<file path="config.mk">
export PLATFORM = sky130hd
export DESIGN_NAME = frame_sync_gen
export DESIGN_NICKNAME = d
export VERILOG_FILES = /design/src/rtl/frame_sync_gen.sv
export SDC_FILE = /design/constraint.sdc
export NUM_CORES = 1
export LEC_CHECK = 0
export CAP_MARGIN = 0
export CORE_ASPECT_RATIO = 0.9
export CORE_MARGIN = 1.5
export CORE_UTILIZATION = 55
export CTS_BUF_LIST = sky130_fd_sc_hd__clkbuf_8 sky130_fd_sc_hd__clkbuf_16
export CTS_CLUSTER_SIZE = 25
export DETAILED_ROUTE_END_ITERATION = 10
export DONT_BUFFER_PORTS = 1
export GPL_TIMING_DRIVEN = 0
export PLACE_DENSITY = 0.74
export REMOVE_ABC_BUFFERS = 1
export SLEW_MARGIN = 20
export SYNTH_ARGS = -nofsm -noshare
export SYNTH_HDL_FRONTEND = slang
export SYNTH_SLANG_ARGS = --single-unit
</file>
<file path="constraint.sdc">
create_clock -name clk -period 10.8 [get_ports clk]
set_input_delay 1.62 -clock clk [delete_from_list [all_inputs] [get_ports clk]]
set_output_delay 1.62 -clock clk [all_outputs]
set_load 0.01 [all_outputs]
</file>
<file path="src/rtl/frame_sync_gen.sv">
// Frame synchroniser: searches for a sync word (either polarity, Hamming tolerant),
// then flywheels frame by frame, forwarding polarity-corrected payload bits.
//   state   | meaning
//   IDLE    | disarmed, bits ignored
//   SEARCH  | sliding-window hunt for the sync word
//   PAYLOAD | forwarding FRAME_BITS payload bits
//   CHECK   | collecting the expected sync word of the next frame
module frame_sync_gen #(
  parameter int                  SYNC_LEN   = 7,
  parameter logic [SYNC_LEN-1:0] SYNC_WORD  = 7'b1110010,
  parameter int                  MAX_ERR    = 0,
  parameter int                  POL_DETECT = 1,
  parameter int                  FRAME_BITS = 64,
  parameter int                  MISS_LIMIT = 3
) (
  input  logic                            clk,
  input  logic                            rst,
  input  logic                            i_rx_start_pulse,
  input  logic                            i_rx_end_pulse,
  input  logic                            i_bit_valid,
  input  logic                            i_bit_data,
  output logic                            o_sync_valid_pulse,
  output logic                            o_lost_pulse,
  output logic                            o_bit_data,
  output logic                            o_bit_valid,
  output logic                            o_frame_start,
  output logic                            o_frame_end,
  output logic                            o_locked,
  output logic                            o_polarity,
  output logic [$clog2(SYNC_LEN+1)-1:0]   o_sync_err
);

  localparam int ERR_W  = $clog2(SYNC_LEN + 1);
  localparam int BCNT_W = $clog2(SYNC_LEN);
  localparam int PCNT_W = (FRAME_BITS > 1) ? $clog2(FRAME_BITS) : 1;
  localparam int MISS_W = (MISS_LIMIT > 1) ? $clog2(MISS_LIMIT) : 1;

  typedef enum logic [1:0] {S_IDLE, S_SEARCH, S_PAYLOAD, S_CHECK} state_t;

  state_t              state_q, state_d;
  // Only the SYNC_LEN-1 youngest bits are kept; the incoming bit completes the window.
  logic [SYNC_LEN-2:0] sr_q, sr_d;
  logic [BCNT_W-1:0]   bcnt_q, bcnt_d;
  logic [PCNT_W-1:0]   pcnt_q, pcnt_d;
  logic [MISS_W-1:0]   miss_q, miss_d;
  logic                pol_q, pol_d;
  logic [ERR_W-1:0]    err_q, err_d;
  logic                sync_pulse_q, sync_pulse_d;
  logic                lost_q, lost_d;
  logic                bit_data_q, bit_data_d;
  logic                bit_valid_q, bit_valid_d;
  logic                fstart_q, fstart_d;
  logic                fend_q, fend_d;
  logic                locked_q, locked_d;

  logic [SYNC_LEN-1:0] cand;
  logic [ERR_W-1:0]    dp, dn;
  logic                pos_hit, neg_hit, lock_hit;
  logic                win_full;

  function automatic logic [ERR_W-1:0] popcnt(input logic [SYNC_LEN-1:0] v);
    logic [ERR_W-1:0] c;
    c = '0;
    for (int i = 0; i < SYNC_LEN; i++) c = c + ERR_W'(v[i]);
    return c;
  endfunction

  assign cand     = {sr_q, i_bit_data};
  assign dp       = popcnt(cand ^ SYNC_WORD);
  assign dn       = popcnt(cand ^ ~SYNC_WORD);
  assign pos_hit  = (int'(dp) <= MAX_ERR);
  assign neg_hit  = (POL_DETECT != 0) && (int'(dn) <= MAX_ERR);
  assign lock_hit = pol_q ? (int'(dn) <= MAX_ERR) : pos_hit;
  assign win_full = (bcnt_q == BCNT_W'(SYNC_LEN - 1));

  always_comb begin
    state_d      = state_q;
    sr_d         = sr_q;
    bcnt_d       = bcnt_q;
    pcnt_d       = pcnt_q;
    miss_d       = miss_q;
    pol_d        = pol_q;
    err_d        = err_q;
    bit_data_d   = bit_data_q;
    sync_pulse_d = 1'b0;
    lost_d       = 1'b0;
    bit_valid_d  = 1'b0;
    fstart_d     = 1'b0;
    fend_d       = 1'b0;
    case (state_q)
      S_IDLE: begin
        if (i_rx_start_pulse) begin
          state_d = S_SEARCH;
          sr_d    = '0;
          bcnt_d  = '0;
        end
      end
      S_SEARCH: begin
        if (i_bit_valid) begin
          sr_d = cand[SYNC_LEN-2:0];
          if (!win_full) bcnt_d = bcnt_q + BCNT_W'(1);
          if (win_full && (pos_hit || neg_hit)) begin
            state_d      = S_PAYLOAD;
            pcnt_d       = '0;
            miss_d       = '0;
            pol_d        = !pos_hit;
            err_d        = pos_hit ? dp : dn;
            sync_pulse_d = 1'b1;
          end
        end
      end
      S_PAYLOAD: begin
        if (i_rx_end_pulse) begin
          state_d = S_SEARCH;
          sr_d    = '0;
          bcnt_d  = '0;
          miss_d  = '0;
        end else if (i_bit_valid) begin
          bit_valid_d = 1'b1;
          bit_data_d  = i_bit_data ^ pol_q;
          fstart_d    = (pcnt_q == '0);
          fend_d      = (pcnt_q == PCNT_W'(FRAME_BITS - 1));
          if (pcnt_q == PCNT_W'(FRAME_BITS - 1)) begin
            state_d = S_CHECK;
            sr_d    = '0;
            bcnt_d  = '0;
          end else begin
            pcnt_d = pcnt_q + PCNT_W'(1);
          end
        end
      end
      S_CHECK: begin
        if (i_rx_end_pulse) begin
          state_d = S_SEARCH;
          sr_d    = '0;
          bcnt_d  = '0;
          miss_d  = '0;
        end else if (i_bit_valid) begin
          sr_d = cand[SYNC_LEN-2:0];
          if (!win_full) begin
            bcnt_d = bcnt_q + BCNT_W'(1);
          end else if (lock_hit) begin
            miss_d  = '0;
            err_d   = pol_q ? dn : dp;
            state_d = S_PAYLOAD;
            pcnt_d  = '0;
          end else if (miss_q == MISS_W'(MISS_LIMIT - 1)) begin
            lost_d  = 1'b1;
            state_d = S_SEARCH;
            sr_d    = '0;
            bcnt_d  = '0;
            miss_d  = '0;
          end else begin
            miss_d  = miss_q + MISS_W'(1);
            state_d = S_PAYLOAD;
            pcnt_d  = '0;
          end
        end
      end
      default: state_d = S_IDLE;
    endcase
    locked_d = (state_d == S_PAYLOAD) || (state_d == S_CHECK);
  end

  always_ff @(posedge clk) begin
    if (rst) begin
      state_q      <= S_IDLE;
      sr_q         <= '0;
      bcnt_q       <= '0;
      pcnt_q       <= '0;
      miss_q       <= '0;
      pol_q        <= 1'b0;
      err_q        <= '0;
      sync_pulse_q <= 1'b0;
      lost_q       <= 1'b0;
      bit_data_q   <= 1'b0;
      bit_valid_q  <= 1'b0;
      fstart_q     <= 1'b0;
      fend_q       <= 1'b0;
      locked_q     <= 1'b0;
    end else begin
      state_q      <= state_d;
      sr_q         <= sr_d;
      bcnt_q       <= bcnt_d;
      pcnt_q       <= pcnt_d;
      miss_q       <= miss_d;
      pol_q        <= pol_d;
      err_q        <= err_d;
      sync_pulse_q <= sync_pulse_d;
      lost_q       <= lost_d;
      bit_data_q   <= bit_data_d;
      bit_valid_q  <= bit_valid_d;
      fstart_q     <= fstart_d;
      fend_q       <= fend_d;
      locked_q     <= locked_d;
    end
  end

  assign o_sync_valid_pulse = sync_pulse_q;
  assign o_lost_pulse       = lost_q;
  assign o_bit_data         = bit_data_q;
  assign o_bit_valid        = bit_valid_q;
  assign o_frame_start      = fstart_q;
  assign o_frame_end        = fend_q;
  assign o_locked           = locked_q;
  assign o_polarity         = pol_q;
  assign o_sync_err         = err_q;

endmodule

</file>
==> impl_metrics.json, run 1 <==
{
  "p_leak_nw": 0.6212,
  "vias": 1444,
  "hold_viol_final": 0,
  "viasPerCell": 5.918,
  "postCtsSetupBuffers": 0,
  "setup_viol": 0,
  "ctsResizeCount": 0,
  "timing.fmax_mhz": 207.3,
  "relSlewSlack": 0.5262,
  "ys_ff_latch": 29,
  "rsz0062_at_grt": "no",
  "hold_start": "miss_q[1]",
  "regToRegSetupSlack_ns": 6.86,
  "layout.nets": 219,
  "fin_crit_sh": 0.4466,
  "rr_startpoint": "sr_q[0]",
  "r2r.worst_path.cells": 13,
  "status": "finished, final reports clean",
  "total_power_uw": 216.2,
  "final_common_cell": "dfxtp_1",
  "cts_max_path_buffers": 2,
  "num_io_pins": 17,
  "avgSynthCellArea_sq_um": 8.715,
  "antennaDiodeCount": 0,
  "cts_hold_buf": 0,
  "grt_overflow": 0,
  "vdd_drop_max_v": 0.00007902,
  "fin_tns_setup_ns": 0,
  "grt_pass1_vias": 1388,
  "grt_pass1_wl_microns": 6541,
  "clkTransAtPathRegs_ns": 0.06,
  "rr_endpoint": "pcnt_q[4]",
  "grt_usage": 0.2374,
  "powerDensity_nw_per_um2": 116.8,
  "synth_edf_count": 0,
  "die-area_sq_um": 3516,
  "grt_max_degree": 34,
  "drcViolationCount": 0,
  "maxCapViolations": 0,
  "start_util": 0.5728,
  "layout_common_cells": "29 x dfxtp_1, 22 x inv_1, 19 x nand2_1",
  "place_congestion": 0.8928,
  "cts_buffers": 5,
  "yosysUniqueCellTypes": 42,
  "cp.arrival_ns": 4.98,
  "critPathKind": "input port to register",
  "core_sq_um": 3043,
  "synth_top_area_frac": 0.3331,
  "yosys-top-cells-area": "dfxtp_1 33%, fa_1 9.2%, inv_1 4.7%",
  "netlist_instances": 200,
  "cp.required_ns": 10.95,
  "ant_nets": 0,
  "htreeDepth": 2,
  "hpwl_microns": 2779,
  "end_kind": "register",
  "ys_seq_area_frac": 0.3331,
  "cts-root-buf": "clkbuf_8",
  "clock_sinks": 29,
  "yosysWarnings": 0,
  "min_to": "miss_q[1]",
  "path_max_fanout": 4,
  "syn_area_sq_um": 1743,
  "fin_crit_ns": 4.823,
  "die_w_microns": 62.34,
  "wl_microns": 3643,
  "port_buffers": 0,
  "worst_skew_pair.late_latency_ns": 0.28,
  "core.rowCount": 19,
  "syn_to_final_growth_pct": 6.246,
  "yosysTopAreaCell": "dfxtp_1",
  "start_kind": "input port",
  "min_path_cells": 2,
  "dr.pass1.iters": 4,
  "antenna_found_initial": 0,
  "wire_per_inst_microns": 14.93,
  "skew_ns": 0.003337,
  "async_flop_share": 0,
  "final_layout_size_suffix_gt1_frac": 0.09901,
  "chipHeight_microns": 56.41,
  "worst_slew_pin_slew_ns": 0.7098,
  "slew_violations": 0,
  "synth_ff_type": "dfxtp_1",
  "cts_tree": "done",
  "hold_path.class": "register to register",
  "drt_iter0_drc": 86
}
## sequential cells by signal, indices dropped and copies added, names as in the netlist
register            cells
o_bit_data              1
bcnt_q                  3
o_frame_start           1
o_polarity              1
miss_q                  2
o_frame_end             1
o_lost_pulse            1
o_locked                1
o_sync_valid_pulse      1
o_sync_err              3
o_bit_valid             1
pcnt_q                  6
sr_q                    6
state_q                 1
## worst max-delay path by stage
stage                end  cells past startpoint       start  slack, ns
5_1_grt        pcnt_q[4]                     13  i_bit_data       5.71
3_5_place_dp   pcnt_q[4]                     13  i_bit_data       5.68
6_report       pcnt_q[4]                     13  i_bit_data       5.98
4_1_cts        pcnt_q[4]                     13  i_bit_data       5.97
3_3_place_gp   pcnt_q[2]                     13  i_bit_data       5.80
2_1_floorplan  pcnt_q[3]                     13  i_bit_data       6.00
## power breakdown
part	leakage [nW]	internal, mW	switching (mW)
registers	0.234	0.108	0.00146
logic	0.343	0.00832	0.0117
clock network	0.0439	0.0443	0.0426
## cell type report
cell class	instances	area [sq um]
clock buffer	5	68.82
clock inverter	3	17.52
fill	288	1191
inverter	22	82.58
multi-input combinational	143	1050
sequential	29	580.6
tap	42	52.55
## through the flow
| stage | instance area (sq um) | setup slack, ns | cells | util | hold WS [ns] |
|---|---|---|---|---|---|
| finish | 1852 | 5.977 | 244 | 0.6086 | 0.5028 |
| global route | 1852 | 5.715 | 244 | 0.6086 | 0.5258 |
| CTS | 1852 | 5.972 | 244 | 0.6086 | 0.5099 |
| floorplan | 1713 | 5.999 | 194 | - | 0.4560 |
| global placement | 1765 | 5.797 | 236 | 0.5802 | 0.4715 |
| detailed placement | 1765 | 5.678 | 236 | 0.5802 | 0.5008 |
## routing by layer
layer,part of all wire,wire length [microns],up-vias,track usage
met5,0,0,-,0
met4,0.016,59,0,0.09841
met3,0.069,252,7,0.06413
met2,0.46,1671,50,0.3727
met1,0.46,1660,688,0.3123
li1,-,-,699,-
## cells in the mapped netlist, types with 3 or more instances
cell type  count
nor4_1         3
o21ai_0        7
nand2b_1       7
nand3_1        6
nand2_1       19
a211oi_1       4
fa_1           8
nor2_1        12
a21oi_1       16
or3_1          5
ha_1           4
clkbuf_1       4
dfxtp_1       29
and3_1         3
o32ai_1        6
inv_1         22
nor3b_1        7
and2_1         7
a311oi_2       3
## kinds of logic (layout without fill, tap and decap cells)
group           after synthesis  count (layout)  synth area share
compound gates               46              46            0.1924
xor+xnor                      1               1          0.005026
fa+ha+maj                    12              12            0.1206
buf+inv                      28              30           0.06460
flops                        29              29            0.3331
mux                           1               1          0.005743
simple gates                 83              83            0.2785
## critical path, cell delays in order
cell and delay [ns]:
inv_1 0.08, fa_1 0.55, inv_1 0.05, fa_1 0.49, inv_1 0.05, fa_1 0.35
inv_1 0.07, fa_1 0.44, nor3b_1 0.44, nor2_1 0.17, o221a_4 0.35, nor2_4 0.18
a311oi_2 0.12
Note: power is estimated with default switching activity, not from simulation.
==> run 2: changes to the inputs <==
Clock period 10.8 ns to 4.75 ns, I/O delays scaled along.
==> results of run 2 <==
The final DEF is identical to that of run 1. Status: finished, final reports clean.
Among the figures that moved: setup slack after placement 5.678 ns -> 0.5356 ns; setup slack after layout 5.977 ns -> 0.8127 ns; hold slack 0.5028 ns -> 0.4929 ns; start point of the critical path i_bit_data -> sr_q[0]; register-to-register setup slack 6.86 ns -> 0.81 ns; end point of the worst hold path miss_q[1] -> bcnt_q[2]; total power 0.2162 mW -> 0.4916 mW; worst IR drop on VDD 0.00007902 V -> 0.0001797 V
==> run 3: changes to the inputs <==
Clock period 4.75 ns to 3.8 ns, I/O delays scaled along.
==> impl_metrics.json, run 3 (same netlist as run 1, synthesis figures left out) <==
{
  "layout.nets": 220,
  "critPathKind": "register to register",
  "wire_per_inst_microns": 15.71,
  "final_common_cell": "dfxtp_1",
  "worst_slew_pin_slew_ns": 0.6965,
  "start_util": 0.5728,
  "viasPerCell": 5.943,
  "maxCapViolations": 0,
  "end_kind": "register",
  "num_io_pins": 17,
  "clkTransAtPathRegs_ns": 0.06,
  "cts_max_path_buffers": 2,
  "fillers": 280,
  "multi_input_area_sq_um": 1086,
  "dr.pass1.iters": 4,
  "hold_viol_final": 0,
  "fin_crit_sh": 0.9770,
  "chipHeight_microns": 56.41,
  "vdd_drop_max_v": 0.0002251,
  "place_inst": 236,
  "hpwl_microns": 2779,
  "powerDensity_nw_per_um2": 331.7,
  "drt_iter0_drc": 85,
  "setup_viol": 0,
  "cts-root-buf": "clkbuf_8",
  "wl_microns": 3848,
  "antennaDiodeCount": 0,
  "grt_max_degree": 34,
  "fin_cells": 245,
  "die-area_sq_um": 3516,
  "relSlewSlack": 0.5351,
  "slew_violations": 0,
  "layout_common_cells": "26 x dfxtp_1, 19 x inv_1, 19 x nand2_1",
  "final_layout_size_suffix_gt1_frac": 0.1527,
  "grt_overflow": 0,
  "core.rowCount": 19,
  "cp.required_ns": 3.95,
  "htreeDepth": 2,
  "worst_skew_pair.late_latency_ns": 0.28,
  "fin_crit_ns": 3.713,
  "total_power_uw": 630.1,
  "path_max_fanout": 6,
  "port_buffers": 0,
  "ant_nets": 0,
  "stdcell_area_sq_um": 1899,
  "die_w_microns": 62.34,
  "cp.arrival_ns": 3.87,
  "grt_pass1_wl_microns": 6575,
  "start_kind": "register",
  "postPlaceCellArea_sq_um": 1765,
  "cts_buffers": 5,
  "status": "finished, final reports clean",
  "antenna_found_initial": 0,
  "place_congestion": 0.8928,
  "cts_hold_buf": 0,
  "rsz0062_at_grt": "yes",
  "hold_path.class": "input port to register",
  "regArea_sq_um": 584.3,
  "vias": 1456,
  "clock_sinks": 29,
  "timing.fmax_mhz": 269.3,
  "core_sq_um": 3043,
  "drcViolationCount": 0,
  "p_leak_nw": 0.6376,
  "skew_ns": 0.003457,
  "syn_to_final_growth_pct": 8.973,
  "grt_pass1_vias": 1390,
  "worst_hold_slack_ns": 0.3503,
  "grt_usage": 0.2391,
  "cts_tree": "done",
  "top_regs": "pcnt_q: 6 flops, sr_q: 6 flops"
}
run 3: through the flow:
| step | setup slack (ns) | util | TNS [ns] |
|---|---|---|---|
| final | 0.08723 | 0.6242 | 0 |
| after global routing | -0.05529 | 0.6242 | -0.1455 |
| after CTS | 0.07958 | 0.6118 | 0 |
| after detailed placement | -0.2719 | 0.5802 | -1.527 |
| after global placement | -0.1530 | 0.5802 | -0.8040 |
| after floorplan | 0.04896 | - | 0 |
run 3: final timing paths:
path / from / to / slack, ns / depth (start not counted)
setup / recovery: sr_q[0] / pcnt_q[2] / 0.09 / 14
hold / removal: rst / bcnt_q[2] / 0.35 / 1
setup reg to reg: sr_q[0] / pcnt_q[2] / 0.09 / 14
hold reg to reg: miss_q[1] / miss_q[1] / 0.51 / 2
run 3: per-layer routing:
layer,vias to the layer above,track usage,part of all wire
li1,705,-,-
met3,7,0.06413,0.068
met2,47,0.3789,0.47
met4,0,0.09841,0.015
met5,-,0,0
met1,697,0.3123,0.44
run 3: final cells by class:
type / count / area share
inverters: 22 / 0.04348
repair buffers: 1 / 0.003953
multi-input cells: 143 / 0.5718
clock buffers: 5 / 0.03623
flip-flops and latches: 29 / 0.3076
well taps: 42 / 0.02767
clock inverters: 3 / 0.009223
run 3: where the power goes:
group | switching, mW | internal (mW)
combinational | 0.0404 | 0.0308
clock | 0.122 | 0.126
sequential | 0.00424 | 0.306
total | 0.167 | 0.463
run 3: critical path, stage by stage (launching register included):
cell	delay [ns]
dfxtp_2	0.34
inv_1	0.07
fa_1	0.53
inv_1	0.05
fa_1	0.50
inv_1	0.05
fa_1	0.37
inv_2	0.07
fa_2	0.45
and4bb_4	0.38
nor4b_4	0.05
buf_4	0.17
o221a_4	0.27
nor2_4	0.16
a311oi_2	0.12
run 3: timing repair:
action / CTS / global route
pin swaps: 0 / 8
resized for setup: 2 / 12
setup endpoints to repair: 6 / 8
buffers inserted: 0 / 1
